<file path="src/rtl/vga_sync_if.sv">
// Video timing bundle: counters, syncs and per-pixel strobes from vga_sync.
// The master drives every signal; consumers attach through the slave modport.
interface vga_sync_if;
    logic       pix_en;
    logic       hsync;
    logic       vsync;
    logic       video_on;
    logic [9:0] pixel_x;
    logic [9:0] pixel_y;
    logic       line_start;
    logic       frame_start;

    modport master (
        output pix_en, hsync, vsync, video_on,
        output pixel_x, pixel_y, line_start, frame_start
    );

    modport slave (
        input pix_en, hsync, vsync, video_on,
        input pixel_x, pixel_y, line_start, frame_start
    );
endinterface

</file>
<file path="src/rtl/vga_sync.sv">
// VGA timing generator: a 1/4 prescaler drives the pixel counters, and every
// output is registered from the next-state counters so all outputs stay aligned.
module vga_sync #(
    parameter int H_ACTIVE = 640,
    parameter int H_FP     = 16,
    parameter int H_SYNC   = 96,
    parameter int H_BP     = 48,
    parameter int V_ACTIVE = 480,
    parameter int V_FP     = 10,
    parameter int V_SYNC   = 2,
    parameter int V_BP     = 33
) (
    input  logic         clk_100mhz,
    input  logic         rst,
    vga_sync_if.master   vga
);
    localparam int H_TOTAL = H_ACTIVE + H_FP + H_SYNC + H_BP;
    localparam int V_TOTAL = V_ACTIVE + V_FP + V_SYNC + V_BP;

    localparam logic [9:0] H_LAST   = 10'(H_TOTAL - 1);
    localparam logic [9:0] V_LAST   = 10'(V_TOTAL - 1);
    localparam logic [9:0] H_VIS    = 10'(H_ACTIVE);
    localparam logic [9:0] V_VIS    = 10'(V_ACTIVE);
    localparam logic [9:0] HS_START = 10'(H_ACTIVE + H_FP);
    localparam logic [9:0] HS_END   = 10'(H_ACTIVE + H_FP + H_SYNC);
    localparam logic [9:0] VS_START = 10'(V_ACTIVE + V_FP);
    localparam logic [9:0] VS_END   = 10'(V_ACTIVE + V_FP + V_SYNC);

    logic [1:0] div_cnt_q, div_cnt_d;
    logic       tick;
    logic [9:0] h_cnt_q, h_cnt_d;
    logic [9:0] v_cnt_q, v_cnt_d;
    logic       hsync_q, hsync_d;
    logic       vsync_q, vsync_d;
    logic       video_on_q, video_on_d;
    logic       pix_en_q, pix_en_d;
    logic       line_start_q, line_start_d;
    logic       frame_start_q, frame_start_d;

    always_comb begin
        div_cnt_d = div_cnt_q + 2'd1;
        tick      = (div_cnt_q == 2'd3);

        h_cnt_d = h_cnt_q;
        v_cnt_d = v_cnt_q;
        if (tick) begin
            if (h_cnt_q == H_LAST) begin
                h_cnt_d = 10'd0;
                v_cnt_d = (v_cnt_q == V_LAST) ? 10'd0 : v_cnt_q + 10'd1;
            end else begin
                h_cnt_d = h_cnt_q + 10'd1;
            end
        end

        // Decoding the next-state counters keeps syncs in step with pixel_x/y;
        // between ticks the counters hold, so the decode holds too.
        hsync_d       = !((h_cnt_d >= HS_START) && (h_cnt_d < HS_END));
        vsync_d       = !((v_cnt_d >= VS_START) && (v_cnt_d < VS_END));
        video_on_d    = (h_cnt_d < H_VIS) && (v_cnt_d < V_VIS);
        pix_en_d      = tick;
        line_start_d  = tick && (h_cnt_d == 10'd0);
        frame_start_d = tick && (h_cnt_d == 10'd0) && (v_cnt_d == 10'd0);
    end

    // Reset parks the counters on the last position of the frame, so the
    // first tick after release lands exactly on (0, 0).
    always_ff @(posedge clk_100mhz) begin
        if (rst) begin
            div_cnt_q     <= 2'd0;
            h_cnt_q       <= H_LAST;
            v_cnt_q       <= V_LAST;
            hsync_q       <= 1'b1;
            vsync_q       <= 1'b1;
            video_on_q    <= 1'b0;
            pix_en_q      <= 1'b0;
            line_start_q  <= 1'b0;
            frame_start_q <= 1'b0;
        end else begin
            div_cnt_q     <= div_cnt_d;
            h_cnt_q       <= h_cnt_d;
            v_cnt_q       <= v_cnt_d;
            hsync_q       <= hsync_d;
            vsync_q       <= vsync_d;
            video_on_q    <= video_on_d;
            pix_en_q      <= pix_en_d;
            line_start_q  <= line_start_d;
            frame_start_q <= frame_start_d;
        end
    end

    assign vga.pixel_x     = h_cnt_q;
    assign vga.pixel_y     = v_cnt_q;
    assign vga.hsync       = hsync_q;
    assign vga.vsync       = vsync_q;
    assign vga.video_on    = video_on_q;
    assign vga.pix_en      = pix_en_q;
    assign vga.line_start  = line_start_q;
    assign vga.frame_start = frame_start_q;
endmodule

</file>
<file path="src/flat_wrapper.sv">
// flat-port wrapper written by rule: the top's interface ports become plain ports
module vga_sync_flat 
#(
    parameter int H_ACTIVE = 640,
    parameter int H_FP     = 16,
    parameter int H_SYNC   = 96,
    parameter int H_BP     = 48,
    parameter int V_ACTIVE = 480,
    parameter int V_FP     = 10,
    parameter int V_SYNC   = 2,
    parameter int V_BP     = 33
)
  (clk_100mhz, rst, vga_pix_en, vga_hsync, vga_vsync, vga_video_on, vga_pixel_x, vga_pixel_y, vga_line_start, vga_frame_start);
  vga_sync_if vga_i ();
  input  logic clk_100mhz;
  input  logic rst;
  output wire logic [$bits(vga_i.pix_en)-1:0] vga_pix_en;
  output wire logic [$bits(vga_i.hsync)-1:0] vga_hsync;
  output wire logic [$bits(vga_i.vsync)-1:0] vga_vsync;
  output wire logic [$bits(vga_i.video_on)-1:0] vga_video_on;
  output wire logic [$bits(vga_i.pixel_x)-1:0] vga_pixel_x;
  output wire logic [$bits(vga_i.pixel_y)-1:0] vga_pixel_y;
  output wire logic [$bits(vga_i.line_start)-1:0] vga_line_start;
  output wire logic [$bits(vga_i.frame_start)-1:0] vga_frame_start;
  assign vga_pix_en = vga_i.pix_en;
  assign vga_hsync = vga_i.hsync;
  assign vga_vsync = vga_i.vsync;
  assign vga_video_on = vga_i.video_on;
  assign vga_pixel_x = vga_i.pixel_x;
  assign vga_pixel_y = vga_i.pixel_y;
  assign vga_line_start = vga_i.line_start;
  assign vga_frame_start = vga_i.frame_start;
  vga_sync #(.H_ACTIVE(H_ACTIVE), .H_FP(H_FP), .H_SYNC(H_SYNC), .H_BP(H_BP), .V_ACTIVE(V_ACTIVE), .V_FP(V_FP), .V_SYNC(V_SYNC), .V_BP(V_BP)) u_core (.clk_100mhz(clk_100mhz), .rst(rst), .vga(vga_i));
endmodule
</file>
<file path="config.mk">
export PLATFORM = sky130hd
export DESIGN_NAME = vga_sync_flat
export DESIGN_NICKNAME = d
export VERILOG_FILES = /design/src/rtl/vga_sync_if.sv /design/src/rtl/vga_sync.sv /design/src/flat_wrapper.sv
export SDC_FILE = /design/constraint.sdc
export NUM_CORES = 1
export LEC_CHECK = 0
export CORE_ASPECT_RATIO = 0.5
export CORE_MARGIN = 3
export CORE_UTILIZATION = 55
export CTS_BUF_LIST = sky130_fd_sc_hd__clkbuf_4 sky130_fd_sc_hd__clkbuf_8 sky130_fd_sc_hd__clkbuf_16
export DETAILED_ROUTE_END_ITERATION = 12
export DONT_BUFFER_PORTS = 1
export GPL_TIMING_DRIVEN = 0
export PLACE_DENSITY = 0.73
export SYNTH_ARGS = -nofsm -noshare
export SYNTH_HDL_FRONTEND = slang
export SYNTH_SLANG_ARGS = --single-unit
</file>
<file path="constraint.sdc">
create_clock -name clk_100mhz -period 2 [get_ports clk_100mhz]
set_clock_uncertainty 0.15 [all_clocks]
set_input_delay 0.2 -clock clk_100mhz [delete_from_list [all_inputs] [get_ports clk_100mhz]]
set_output_delay 0.2 -clock clk_100mhz [all_outputs]
set_load 0.02 [all_outputs]
</file>
==> metrics.md, run 1 <==
| Metric | Value |
|---|---|
| IO Port Bufs | 0 |
| Count of pins over their slew limit | 0 |
| VDD IR max | 0.449 mV |
| Crit share post-route | 117% |
| Final nets | 250 |
| Dpl cell area | 1810 um^2 |
| N_diodes | 0 |
| Rel. slew slack | 58.5% |
| CP arrival | 2.38 ns |
| Critical path required time | 2.04 ns |
| Post-synth ARST share | 0% |
| Share of cells above drive strength 1 | 46.5% |
| Die Y-Extent | 44.8 um |
| Yosys cell types | 45 |
| Vias in the first global route | 1,479 |
| Drt first pass iters | 4 |
| Max Cap Viol | 0 |
| Max stage delay on crit path | 0.39 ns |
| Die width | 83.7 um |
| Via/cell ratio | 6.53 |
| Post-route cell area | 2360 um^2 |
| Critical R2R Capture | u_core.vga.frame_start$_SDFF_PP0_ |
| Unrepaired setup endpoints after global routing | yes |
| Post-synth EDFFs | 0 |
| Achievable Freq | 428 MHz |
| CTS Sinks | 28 |
| Status | complete, but fails checks |
| Total congestion overflow | 0 |
| Drt drc | 0 |
| Site Rows | 13 |
| Total Routed Length | 5.71 mm |
| Syn Std Cell Area | 1660 um^2 |
| Mapped Cells | 206 |
| Clock buffer depth | 2 |
| GRT Util Overall | 24.6% |
| CTS Buf Count | 3 |
| Ys flop type | dfxtp_1 |
| Net Count, Synth | 212 |
| CP Max Fanout | 8 |
| Endpoint class of the critical path | flop |
| Filler cells | 142 |
| Initial Util | 60.7% |
| Reg2reg path depth | 8 |
| Hold path start | rst |
| Area Growth Syn to Fin | 42.3% |
| Violated checks | setup timing |
| Largest net degree at the start of global routing | 16 |
| Worst-path clk slew | 0.10 ns |
| Final setup vio count | 10 |
| First-pass GRT wire length | 7.25 mm |
| Hold Crit Depth | 2 |
| Ys Warns | 0 |
| Leakage | 0.000947 uW |
| Slowest CP cell | dfxtp_4 |
| DP HPWL | 2.90 mm |
| Critical-path cell list | buf_6 > nor4b_4 > nand4_1 > buf_6 > nor3b_4 > xnor2_1 > nand4_1 > nor4_2 |
| I/O Pins | 28 |
| CTS root buf | clkbuf_8 |
| Tmin final | 2.34 ns |
| Startpoint Class | flop |
| Total chip power | 1340 uW |
| Critical path buffer and inverter count | 2 |
| Tightest Pin Transition | 0.623 ns |
| HP Class | in -> reg |
| Hold Violations, Final | 0 |
| H-tree depth | 1 |
| Remaining antenna violation count after routing | 0 |
| FF-to-FF Start | u_core.vga.pixel_x[5]$_SDFF_PP0_ |
| Routability cong. | 0.902 |
| Pwr/cell area | 567 nW/um^2 |
| Leading cell type in the layout, fill and taps excluded | buf_4 |
| Most frequent cells in the layout | 30 x buf_4, 16 x nor2_1, 15 x nand2_1 |
| Seq/Total Area, Yosys | 33.8% |
| Skew-Pair Late Insertion Delay | 0.28 ns |
| Initial antenna violation count | 0 |
| DR vias | 1,829 |
| Min-Delay Endpoint | u_core.div_cnt_q[1]$_SDFF_PP0_ |
| Core area | 2730 um^2 |
| WS Path Type | reg -> reg |
| Placed insts | 243 |
| Routed WL per cell | 20.4 um |
| Die ar. | 3750 um^2 |
| Final Worst Setup Slack | -0.339 ns |
| Drt first-iter violations | 129 |
| Reg2reg setup slack | -0.34 ns |
| Syn_area_per_cell | 8.05 um^2 |
| Non-filler instance count after layout | 280 |
| Top delay family on crit path | simple AND/OR/NAND/NOR gates |
| CTS tree | yes |
| Synth Register Bits | 28 |
layer usage:
layer | vias up | track usage [%] | share of wire [%]
met4 | 0 | 6.41 | 3.3
met3 | 24 | 7.47 | 11
met1 | 855 | 31.0 | 39
li1 | 814 | - | -
met2 | 136 | 42.5 | 46
met5 | - | 0 | 0
worst reg2reg max path, cell delays in order, from the launching register on:
cell and delay, ns:
dfxtp_4 0.39, buf_6 0.13, nor4b_4 0.33, nand4_1 0.20, buf_6 0.21, nor3b_4 0.18
xnor2_1 0.19, nand4_1 0.17, nor4_2 0.31
logic make-up after synthesis:
| logic type | Yosys count | synth area share [%] |
|---|---|---|
| AO/OA/AOI/OAI | 46 | 17.8 |
| flip-flops | 28 | 33.8 |
| AND/OR/NAND/NOR | 89 | 30.8 |
| multiplexers | 1 | 0.603 |
| XOR/XNOR | 15 | 7.92 |
| buffers and inverters | 23 | 6.11 |
| adder cells (fa/ha/maj) | 4 | 3.02 |
synthesized netlist by cell type (3+ instances only):
| library cell | n | area share, % |
|---|---|---|
| nand3_1 | 12 | 3.6 |
| dfxtp_1 | 28 | 34 |
| inv_1 | 7 | 1.6 |
| a21oi_1 | 11 | 3.3 |
| o21ai_0 | 18 | 5.4 |
| nor3_1 | 8 | 2.4 |
| nand4_1 | 6 | 2.3 |
| nand2_1 | 16 | 3.6 |
| ha_1 | 4 | 3.0 |
| nor2b_1 | 3 | 1.1 |
| clkbuf_1 | 9 | 2.0 |
| a31oi_1 | 4 | 1.5 |
| buf_2 | 6 | 1.8 |
| and4_1 | 4 | 2.1 |
| xor2_1 | 5 | 2.6 |
| xnor2_1 | 10 | 5.3 |
| nor2_1 | 18 | 4.1 |
registers in the layout, summed over array words and instances (netlist names):
register,cells
u_core.vga.hsync,1
u_core.vga.video_on,1
u_core.vga.pixel_y,10
u_core.vga.pix_en,1
u_core.vga.line_start,1
u_core.vga.frame_start,1
u_core.vga.pixel_x,10
u_core.div_cnt_q,2
u_core.vga.vsync,1
power by group:
group	leakage [uW]	switching, uW	internal [uW]
registers	0.000229	49.7	574
clock network	0.0000262	188	157
logic	0.000692	193	177
cell type report:
class	instances	area, um^2	area share (%)
multi-input cells	155	1210	51.1
flip-flops and latches	28	599	25.4
repair buffers	34	285	12.1
plain buffers	15	149	6.31
clock buffers	4	48.8	2.07
well taps	37	46.3	1.96
inverters	7	26.3	1.11
metrics by stage:
stage          TNS, ns  utilization, %  setup WS (ns)  hold slack [ns]
5_1_grt          -2.56            86.4         -0.410            0.214
2_1_floorplan   -0.119               -        -0.0652            0.123
4_1_cts         -0.817            78.2         -0.197            0.177
6_report         -1.65            86.4         -0.339            0.187
3_5_place_dp     -1.91            66.1         -0.346            0.132
3_3_place_gp     -1.70            66.1         -0.312            0.127
worst max-delay path by stage:
stage / start / endpoint / slack (ns) / cells past startpoint
2_1_floorplan: u_core.vga.pixel_x[6]$_SDFF_PP0_ / u_core.vga.frame_start$_SDFF_PP0_ / -0.07 / 8
3_3_place_gp: u_core.vga.pixel_y[5]$_SDFF_PP0_ / u_core.vga.vsync$_SDFF_PP1_ / -0.31 / 7
3_5_place_dp: u_core.vga.pixel_y[1]$_SDFF_PP0_ / u_core.vga.vsync$_SDFF_PP1_ / -0.35 / 7
4_1_cts: u_core.vga.pixel_x[5]$_SDFF_PP0_ / u_core.vga.vsync$_SDFF_PP1_ / -0.20 / 8
5_1_grt: u_core.vga.pixel_x[5]$_SDFF_PP0_ / u_core.vga.frame_start$_SDFF_PP0_ / -0.41 / 8
6_report: u_core.vga.pixel_x[5]$_SDFF_PP0_ / u_core.vga.frame_start$_SDFF_PP0_ / -0.34 / 8
what timing repair did:
action	in CTS	in global routing
buffers inserted	19	12
hold endpoints to repair	5	0
cloned	1	1
endpoints found under the setup margin	10	12
hold buffers	1	0
pin swaps	14	13
resized for setup	38	32
No activity file was read; power rests on OpenSTA's default activity.
==> inputs of run 2 (changes only) <==
--- a/config.mk
+++ b/config.mk
@@ -9,10 +9,11 @@
 export CORE_MARGIN = 3
 export CORE_UTILIZATION = 55
 export CTS_BUF_LIST = sky130_fd_sc_hd__clkbuf_4 sky130_fd_sc_hd__clkbuf_8 sky130_fd_sc_hd__clkbuf_16
+export CTS_CLUSTER_SIZE = 30
 export DETAILED_ROUTE_END_ITERATION = 12
 export DONT_BUFFER_PORTS = 1
 export GPL_TIMING_DRIVEN = 0
-export PLACE_DENSITY = 0.73
+export PLACE_DENSITY = 0.7
 export SYNTH_ARGS = -nofsm -noshare
 export SYNTH_HDL_FRONTEND = slang
 export SYNTH_SLANG_ARGS = --single-unit
==> constraint.sdc (replaced) <==
create_clock -name clk_100mhz -period 2.8 [get_ports clk_100mhz]
set_clock_uncertainty 0.15 [all_clocks]
set_input_delay 0.28 -clock clk_100mhz [delete_from_list [all_inputs] [get_ports clk_100mhz]]
set_output_delay 0.28 -clock clk_100mhz [all_outputs]
set_load 0.02 [all_outputs]
==> run 2 against run 1 <==
The run now ends clean. Combinational power fell by 60%. Flip-flop and latch count unchanged. Register-to-register slack gained 0.49 ns. Largest power group unchanged. Global-route usage decreased by 2.7 points. Utilization shrank 21 points. Clock power decreased by 27%. Cell count is 11% lower. Sequential share of layout area rose by 6.2 points. Maximum frequency down 12%.
==> metrics.md, run 2 (same netlist as run 1, synthesis figures left out) <==
| Metric | Value |
|---|---|
| CTS tree | yes (unchanged) |
| Filler cells | 246 (was 142) |
| Site Rows | 13 (unchanged) |
| Max Cap Viol | 0 (unchanged) |
| VDD IR max | 0.248 mV (was 0.449 mV) |
| Clock buffer depth | 2 (unchanged) |
| Worst-path clk slew | 0.10 ns (about the same) |
| CP Max Fanout | 10 (was 8) |
| Reg2reg path depth | 8 (unchanged) |
| Placed insts | 243 (unchanged) |
| Via/cell ratio | 5.92 (was 6.53) |
| Hold Crit Depth | 1 (was 2) |
| CTS Sinks | 28 (unchanged) |
| IO Port Bufs | 0 (unchanged) |
| Routed WL per cell | 15.8 um (was 20.4 um) |
| Die width | 83.7 um (unchanged) |
| Final Worst Setup Slack | 0.155 ns (was -0.339 ns) |
| Reg2reg setup slack | 0.16 ns (was -0.34 ns) |
| First-pass GRT wire length | 6.50 mm (was 7.25 mm) |
| Critical R2R Capture | u_core.vga.frame_start$_SDFF_PP0_ (unchanged) |
| Crit share post-route | 94.5% (was 117%) |
| Pre-CTS setup slack | -0.0163 ns (was -0.346 ns) |
| Non-filler instance count after layout | 248 (was 280) |
| Hold path start | u_core.div_cnt_q[0]$_SDFF_PP0_ (was rst) |
| Drt first-iter violations | 97 (was 129) |
| Routability cong. | 0.933 (was 0.902) |
| Most frequent cells in the layout | 26 x dfxtp_1, 18 x nor2_1, 18 x o21ai_0 (was 30 x buf_4, 16 x nor2_1, 15 x nand2_1) |
| Share of cells above drive strength 1 | 12.3% (was 46.5%) |
| N_diodes | 0 (unchanged) |
| Unrepaired setup endpoints after global routing | no (was yes) |
| WS Path Type | reg -> reg (unchanged) |
| FF-to-FF Start | u_core.vga.pixel_x[0]$_SDFF_PP1_ (was u_core.vga.pixel_x[5]$_SDFF_PP0_) |
| Count of pins over their slew limit | 0 (unchanged) |
| Leakage | 0.000636 uW (was 0.000947 uW) |
| GRT Util Overall | 22.0% (was 24.6%) |
| Final setup vio count | 0 (was 10) |
| Achievable Freq | 378 MHz (was 428 MHz) |
| DP HPWL | 2.86 mm (was 2.90 mm) |
| Min-Delay Endpoint | u_core.div_cnt_q[0]$_SDFF_PP0_ (was u_core.div_cnt_q[1]$_SDFF_PP0_) |
| Drt first pass iters | 4 (unchanged) |
| DR vias | 1,468 (was 1,829) |
| Hold Violations, Final | 0 (unchanged) |
| Skew-Pair Late Insertion Delay | 0.27 ns (was 0.28 ns) |
| Core area | 2730 um^2 (unchanged) |
| I/O Pins | 28 (unchanged) |
| CTS root buf | clkbuf_8 (unchanged) |
| Total congestion overflow | 0 (unchanged) |
| Drt drc | 0 (unchanged) |
| Die ar. | 3750 um^2 (unchanged) |
| Status | finished, final reports clean (was complete, but fails checks) |
| Initial antenna violation count | 0 (unchanged) |
| CP arrival | 2.69 ns (was 2.38 ns) |
| Tightest Pin Transition | 0.561 ns (was 0.623 ns) |
| Leading cell type in the layout, fill and taps excluded | dfxtp_1 (was buf_4) |
| Setup TNS | 0 ns (was -1.65 ns) |
| Post-CTS Setup Repair Bufs | 0 (was 19) |
| HP Class | reg -> reg (was in -> reg) |
| Critical path required time | 2.84 ns (was 2.04 ns) |
| Remaining antenna violation count after routing | 0 (unchanged) |
| Startpoint Class | flop (unchanged) |
| H-tree depth | 1 (unchanged) |
| Hold Slack | 0.271 ns (was 0.187 ns) |
| Rel. slew slack | 62.6% (was 58.5%) |
| Pwr/cell area | 473 nW/um^2 (was 567 nW/um^2) |
| Final nets | 218 (was 250) |
| Area Growth Syn to Fin | 7.47% (was 42.3%) |
| Die Y-Extent | 44.8 um (unchanged) |
| Endpoint class of the critical path | flop (unchanged) |
| Tmin final | 2.64 ns (was 2.34 ns) |
| Largest net degree at the start of global routing | 16 (unchanged) |
| Initial Util | 60.7% (unchanged) |
| CTS Buf Count | 3 (unchanged) |
| Vias in the first global route | 1,305 (was 1,479) |
| Total Routed Length | 3.93 mm (was 5.71 mm) |
## run 2: worst max-delay path by stage
stage / depth (start not counted) / from / to / slack (ns)
after floorplan: 8 / u_core.vga.pixel_x[0]$_SDFF_PP1_ / u_core.vga.frame_start$_SDFF_PP0_ / 0.39
after global placement: 8 / u_core.vga.pixel_x[0]$_SDFF_PP1_ / u_core.vga.vsync$_SDFF_PP1_ / -0.003
after detailed placement: 8 / u_core.vga.pixel_x[0]$_SDFF_PP1_ / u_core.vga.vsync$_SDFF_PP1_ / -0.02
after CTS: 8 / u_core.vga.pixel_x[1]$_SDFF_PP1_ / u_core.vga.frame_start$_SDFF_PP0_ / 0.007
after global routing: 10 / u_core.vga.pixel_y[0]$_SDFF_PP0_ / u_core.vga.pixel_y[9]$_SDFF_PP1_ / 0.01
final: 8 / u_core.vga.pixel_x[0]$_SDFF_PP1_ / u_core.vga.frame_start$_SDFF_PP0_ / 0.16
## run 2: metal layers
layer  GRT usage [%]  part of all wire, %  vias up
met5               0                    0        -
met1            28.9                   50      685
met3            7.65                  6.2        2
li1                -                    -      747
met4            2.24                 0.20        0
met2            37.0                   43       34
## run 2: timing repair
item,CTS,global route
hold endpoints to repair,5,0
setup endpoints to repair,2,6
resized for setup,2,4
cloned,0,0
hold buffers,1,0
## run 2: critical path, cell delays in order, from the launching register on
cell and delay [ns]:
dfxtp_2 0.46, ha_2 0.27, and4_1 0.28, nand4_1 0.16, buf_2 0.25, o21ai_0 0.18
nand3_1 0.14, or3_4 0.41, nor4_2 0.26
## run 2: where the power goes
group | total (uW) | internal [uW] | switching, uW
logic | 147 | 57.3 | 89.7
clock network | 254 | 126 | 128
registers | 443 | 412 | 30.6
total | 844 | 595 | 249
## run 2: cell type report
class | count | area (um^2) | area share (%)
buffer | 16 | 76.3 | 4.28
clock buffer | 4 | 55.1 | 3.09
inverter | 7 | 26.3 | 1.47
multi-input combinational | 155 | 1010 | 56.4
sequential | 28 | 563 | 31.6
tap | 37 | 46.3 | 2.60
timing repair buffer | 1 | 10.0 | 0.561
## run 2: through the flow
step / utilization [%] / power [uW] / area, um^2
2_1_floorplan: - / 561 / 1660
3_3_place_gp: 62.4 / 592 / 1710
3_5_place_dp: 62.4 / 593 / 1710
4_1_cts: 65.1 / 851 / 1780
5_1_grt: 65.2 / 890 / 1780
6_report: 65.2 / 844 / 1780
==> inputs of run 3 (changes only) <==
--- a/config.mk
+++ b/config.mk
@@ -5,11 +5,11 @@
 export SDC_FILE = /design/constraint.sdc
 export NUM_CORES = 1
 export LEC_CHECK = 0
+export ABC_AREA = 1
 export CORE_ASPECT_RATIO = 0.5
-export CORE_MARGIN = 3
 export CORE_UTILIZATION = 55
 export CTS_BUF_LIST = sky130_fd_sc_hd__clkbuf_4 sky130_fd_sc_hd__clkbuf_8 sky130_fd_sc_hd__clkbuf_16
-export CTS_CLUSTER_SIZE = 30
+export CTS_CLUSTER_SIZE = 16
 export DETAILED_ROUTE_END_ITERATION = 12
 export DONT_BUFFER_PORTS = 1
 export GPL_TIMING_DRIVEN = 0
==> run 3 against run 2 <==
First-iteration DRC count is 27% lower. Via count is 0.48% lower. Count of clock-buffer cells in the layout stayed put. Largest power group unchanged. Critical path depth is 3 higher. Clock power hardly changed. Register-to-register slack better by 0.38 ns. Total power is 5.4% higher. Sequential power is 0.9% higher. Largest cell class unchanged. Maximum frequency is 17% higher. Highest routed layer unchanged. Combinational power is 29% higher.
==> metrics.md, run 3 <==
| Metric | Value |
|---|---|
| Status | finished, final reports clean (unchanged) |
| CTS root buf | clkbuf_8 (unchanged) |
| Most frequent cells after synthesis | 75 x nand2_1, 36 x nor2_1, 28 x dfxtp_1, 27 x inv_1, 20 x nand3_1 (was 28 x dfxtp_1, 18 x nor2_1, 18 x o21ai_0, 16 x nand2_1, 12 x nand3_1) |
| Crit share post-route | 80.8% (was 94.5%) |
| Reg power frac | 50.2% (was 52.5%) |
| Unrepaired setup endpoints after global routing | no (unchanged) |
| Total Routed Length | 3.53 mm (was 3.93 mm) |
| Post-CTS Setup Repair Bufs | 0 (unchanged) |
| Slowest CP cell | dfxtp_1 (was dfxtp_2) |
| GRT Util Overall | 24.8% (was 22.0%) |
| Worst-path clk slew | 0.09 ns (was 0.10 ns) |
| Endpoint class of the critical path | flop (unchanged) |
| Switching pwr | 285 uW (was 249 uW) |
| Clock buffer depth | 2 (unchanged) |
| Clk pwr share | 28.5% (was 30.1%) |
| Synth Register Bits | 28 (unchanged) |
| Switching Fraction | 32.1% (was 29.5%) |
| Hold Violations, Final | 0 (unchanged) |
| Remaining antenna violation count after routing | 0 (unchanged) |
| Area Growth Syn to Fin | 6.27% (was 7.47%) |
| Die ar. | 3170 um^2 (was 3750 um^2) |
| Count of pins over their slew limit | 0 (unchanged) |
| Mapped Cells | 243 (was 206) |
| Yosys top cell by area | dfxtp_1 (unchanged) |
| Int Pwr | 604 uW (was 595 uW) |
| First-pass GRT wire length | 5.69 mm (was 6.50 mm) |
| Initial Util | 60.2% (was 60.7%) |
| FF-to-FF Start | u_core.vga.pixel_x[0]$_SDFF_PP1_ (unchanged) |
| Ys flop type | dfxtp_1 (unchanged) |
| Die width | 78.7 um (was 83.7 um) |
| Filler cells | 265 (was 246) |
| Routability cong. | 0.877 (was 0.933) |
| Total congestion overflow | 0 (unchanged) |
| WS Path Type | reg -> reg (unchanged) |
| DP HPWL | 2.74 mm (was 2.86 mm) |
| Achievable Freq | 442 MHz (was 378 MHz) |
| Simple-gate share of the synthesized area | 47.7% (was 30.8%) |
| Critical path required time | 2.83 ns (was 2.84 ns) |
| N_diodes | 0 (unchanged) |
| Post-route cell area | 1720 um^2 (was 1780 um^2) |
| Max stage delay on crit path | 0.53 ns (was 0.46 ns) |
| Pre-CTS setup slack | 0.557 ns (was -0.0163 ns) |
| IO Port Bufs | 0 (unchanged) |
| Setup TNS | 0 ns (unchanged) |
| Post-synth ARST share | 0% (unchanged) |
| Drt first-iter violations | 71 (was 97) |
| CP arrival | 2.29 ns (was 2.69 ns) |
| CTS tree | yes (unchanged) |
| Leakage | 0.000870 uW (was 0.000636 uW) |
| Leading cell type in the layout, fill and taps excluded | nand2_1 (was dfxtp_1) |
| Startpoint Class | flop (unchanged) |
| CTS resizes | 0 (was 2) |
| Max Cap Viol | 0 (unchanged) |
| Post-CTS Hold Fix Bufs | 0 (was 1) |
| CTS Sinks | 28 (unchanged) |
| Most frequent cell on the critical path | nand2_1 |
| Initial antenna violation count | 0 (unchanged) |
| Reg2reg setup slack | 0.54 ns (was 0.16 ns) |
| Post-synth EDFFs | 0 (unchanged) |
| Critical path startpoint | u_core.vga.pixel_x[0]$_SDFF_PP1_ (unchanged) |
| I/O Pins | 28 (unchanged) |
| Largest net degree at the start of global routing | 16 (unchanged) |
| Net Count, Synth | 249 (was 212) |
| Drt first pass iters | 4 (unchanged) |
| Final Worst Setup Slack | 0.539 ns (was 0.155 ns) |
| Vias in the first global route | 1,209 (was 1,305) |
| Skew-Pair Late Insertion Delay | 0.28 ns (was 0.27 ns) |
| Syn Std Cell Area | 1620 um^2 (was 1660 um^2) |
| Drt drc | 0 (unchanged) |
| Syn_area_per_cell | 6.65 um^2 (was 8.05 um^2) |
| DR vias | 1,461 (was 1,468) |
| Dpl cell area | 1660 um^2 (was 1710 um^2) |
| Synth Area in Adders | 3.10% (was 3.02%) |
| Routed WL per cell | 12.4 um (was 15.8 um) |
| Xor and xnor area share after synthesis | 1.08% (was 7.92%) |
| CP Max Fanout | 10 (unchanged) |
| Core area | 2680 um^2 (was 2730 um^2) |
| Mux share of post-synthesis cell area | 0% (was 0.603%) |
| Top area cells in the synthesized netlist | dfxtp_1 35%, nand2_1 17%, nor2_1 8.4% (was dfxtp_1 34%, o21ai_0 5.4%, xnor2_1 5.3%) |
| Rel. slew slack | 65.1% (was 62.6%) |
| CTS Buf Count | 3 (unchanged) |
| Most frequent cells in the layout | 75 x nand2_1, 36 x nor2_1, 28 x dfxtp_1 (was 26 x dfxtp_1, 18 x nor2_1, 18 x o21ai_0) |
| H-tree depth | 1 (unchanged) |
| Tmin final | 2.26 ns (was 2.64 ns) |
| Final setup vio count | 0 (unchanged) |
| Tightest Pin Transition | 0.523 ns (was 0.561 ns) |
| Largest family of logic cells by synthesized area | simple AND/OR/NAND/NOR gates (unchanged) |
| Die Y-Extent | 40.3 um (was 44.8 um) |
| Total chip power | 889 uW (was 844 uW) |
| Final nets | 254 (was 218) |
| Comb power frac | 21.2% (was 17.4%) |
| Critical-path cell list | ha_1 > nand4_1 > nor2_2 > buf_6 > nand3_1 > nand2_1 > nand2_1 > inv_1 > nand3_1 > nor2_2 > nand2_1 (was ha_2 > and4_1 > nand4_1 > buf_2 > o21ai_0 > nand3_1 > or3_4 > nor4_2) |
| HP Class | in -> reg (was reg -> reg) |
| Pwr/cell area | 518 nW/um^2 (was 473 nW/um^2) |
| Seq/Total Area, Yosys | 34.7% (was 33.8%) |
| Via/cell ratio | 5.14 (was 5.92) |
| Hold path start | rst (was u_core.div_cnt_q[0]$_SDFF_PP0_) |
| Site Rows | 13 (unchanged) |
| VDD IR max | 0.326 mV (was 0.248 mV) |
| Cell with the most instances after synthesis | nand2_1 (was dfxtp_1) |
| Post-synth top area share | 34.7% (was 33.8%) |
| Ys Warns | 0 (unchanged) |
| Yosys cell types | 30 (was 45) |
| Share of cells above drive strength 1 | 11.3% (was 12.3%) |
| Complex-gate fraction of the synthesized area | 5.03% (was 17.8%) |
==> run 3: changes by cell type in the layout (fill, tap and decap cells not counted), moves of 8 or more <==
cell,previous run,this run
inv_1,7,27
a21oi_1,11,1
xnor2_1,10,0
nor2_1,18,36
nand2_1,16,75
o21ai_0,18,7
nand3_1,12,20
==> run 3: cell families after synthesis <==
family                   Yosys count
AND/OR/NAND/NOR                  163
buffers and inverters             33
XOR/XNOR                           2
flip-flops                        28
AO/OA/AOI/OAI                     13
adder cells (fa/ha/maj)            4
==> run 3: final cells by class <==
cell class | count | area, um^2 | share of cell area [%]
Tap cell | 37 | 46.3 | 2.69
Sequential cell | 28 | 561 | 32.6
Multi-Input combinational cell | 182 | 920 | 53.5
Clock buffer | 4 | 55.1 | 3.20
Inverter | 28 | 105 | 6.12
Buffer | 5 | 31.3 | 1.82
==> run 3: final timing paths <==
kind / end / depth (start not counted)
worst max register to register: u_core.vga.vsync$_SDFF_PP1_ / 11
worst min-delay path: u_core.vga.pixel_y[8]$_SDFF_PP0_ / 2
worst max-delay path: u_core.vga.vsync$_SDFF_PP1_ / 11
worst min register to register: u_core.div_cnt_q[0]$_SDFF_PP0_ / 1
==> run 3: per-stage QoR <==
stage | utilization, % | hold WS (ns) | cells
3_3_place_gp | 62.0 | 0.249 | 280
6_report | 64.0 | 0.240 | 284
2_1_floorplan | - | 0.240 | 243
4_1_cts | 64.0 | 0.232 | 284
3_5_place_dp | 62.0 | 0.257 | 280
5_1_grt | 64.0 | 0.273 | 284
==> run 3: routing by layer <==
metal | GRT usage (%) | vias up | wire length (um) | part of all wire [%]
met1 | 34.0 | 630 | 1780 | 50
met5 | 0 | - | 0 | 0
met4 | 5.56 | 0 | 35 | 0.99
li1 | - | 778 | - | -
met3 | 7.95 | 5 | 267 | 7.6
met2 | 38.5 | 48 | 1450 | 41
==> run 3: power groups by stage <==
stage                     Sequential (uW)  Clock (uW)  Combinational (uW)
after floorplan                       452           0                 154
after global placement                456           0                 186
after detailed placement              456           0                 188
after CTS                             447         259                 189
after global routing                  450         274                 212
final                                 447         254                 189
==> run 3: worst max-delay path, delay by kind of cell (launching register included) <==
kind | cells | cell delay [ns]
and+or+nand+nor | 8 | 0.90
DFF | 1 | 0.53
adders and majority gates | 1 | 0.32
buffers and inverters | 2 | 0.25
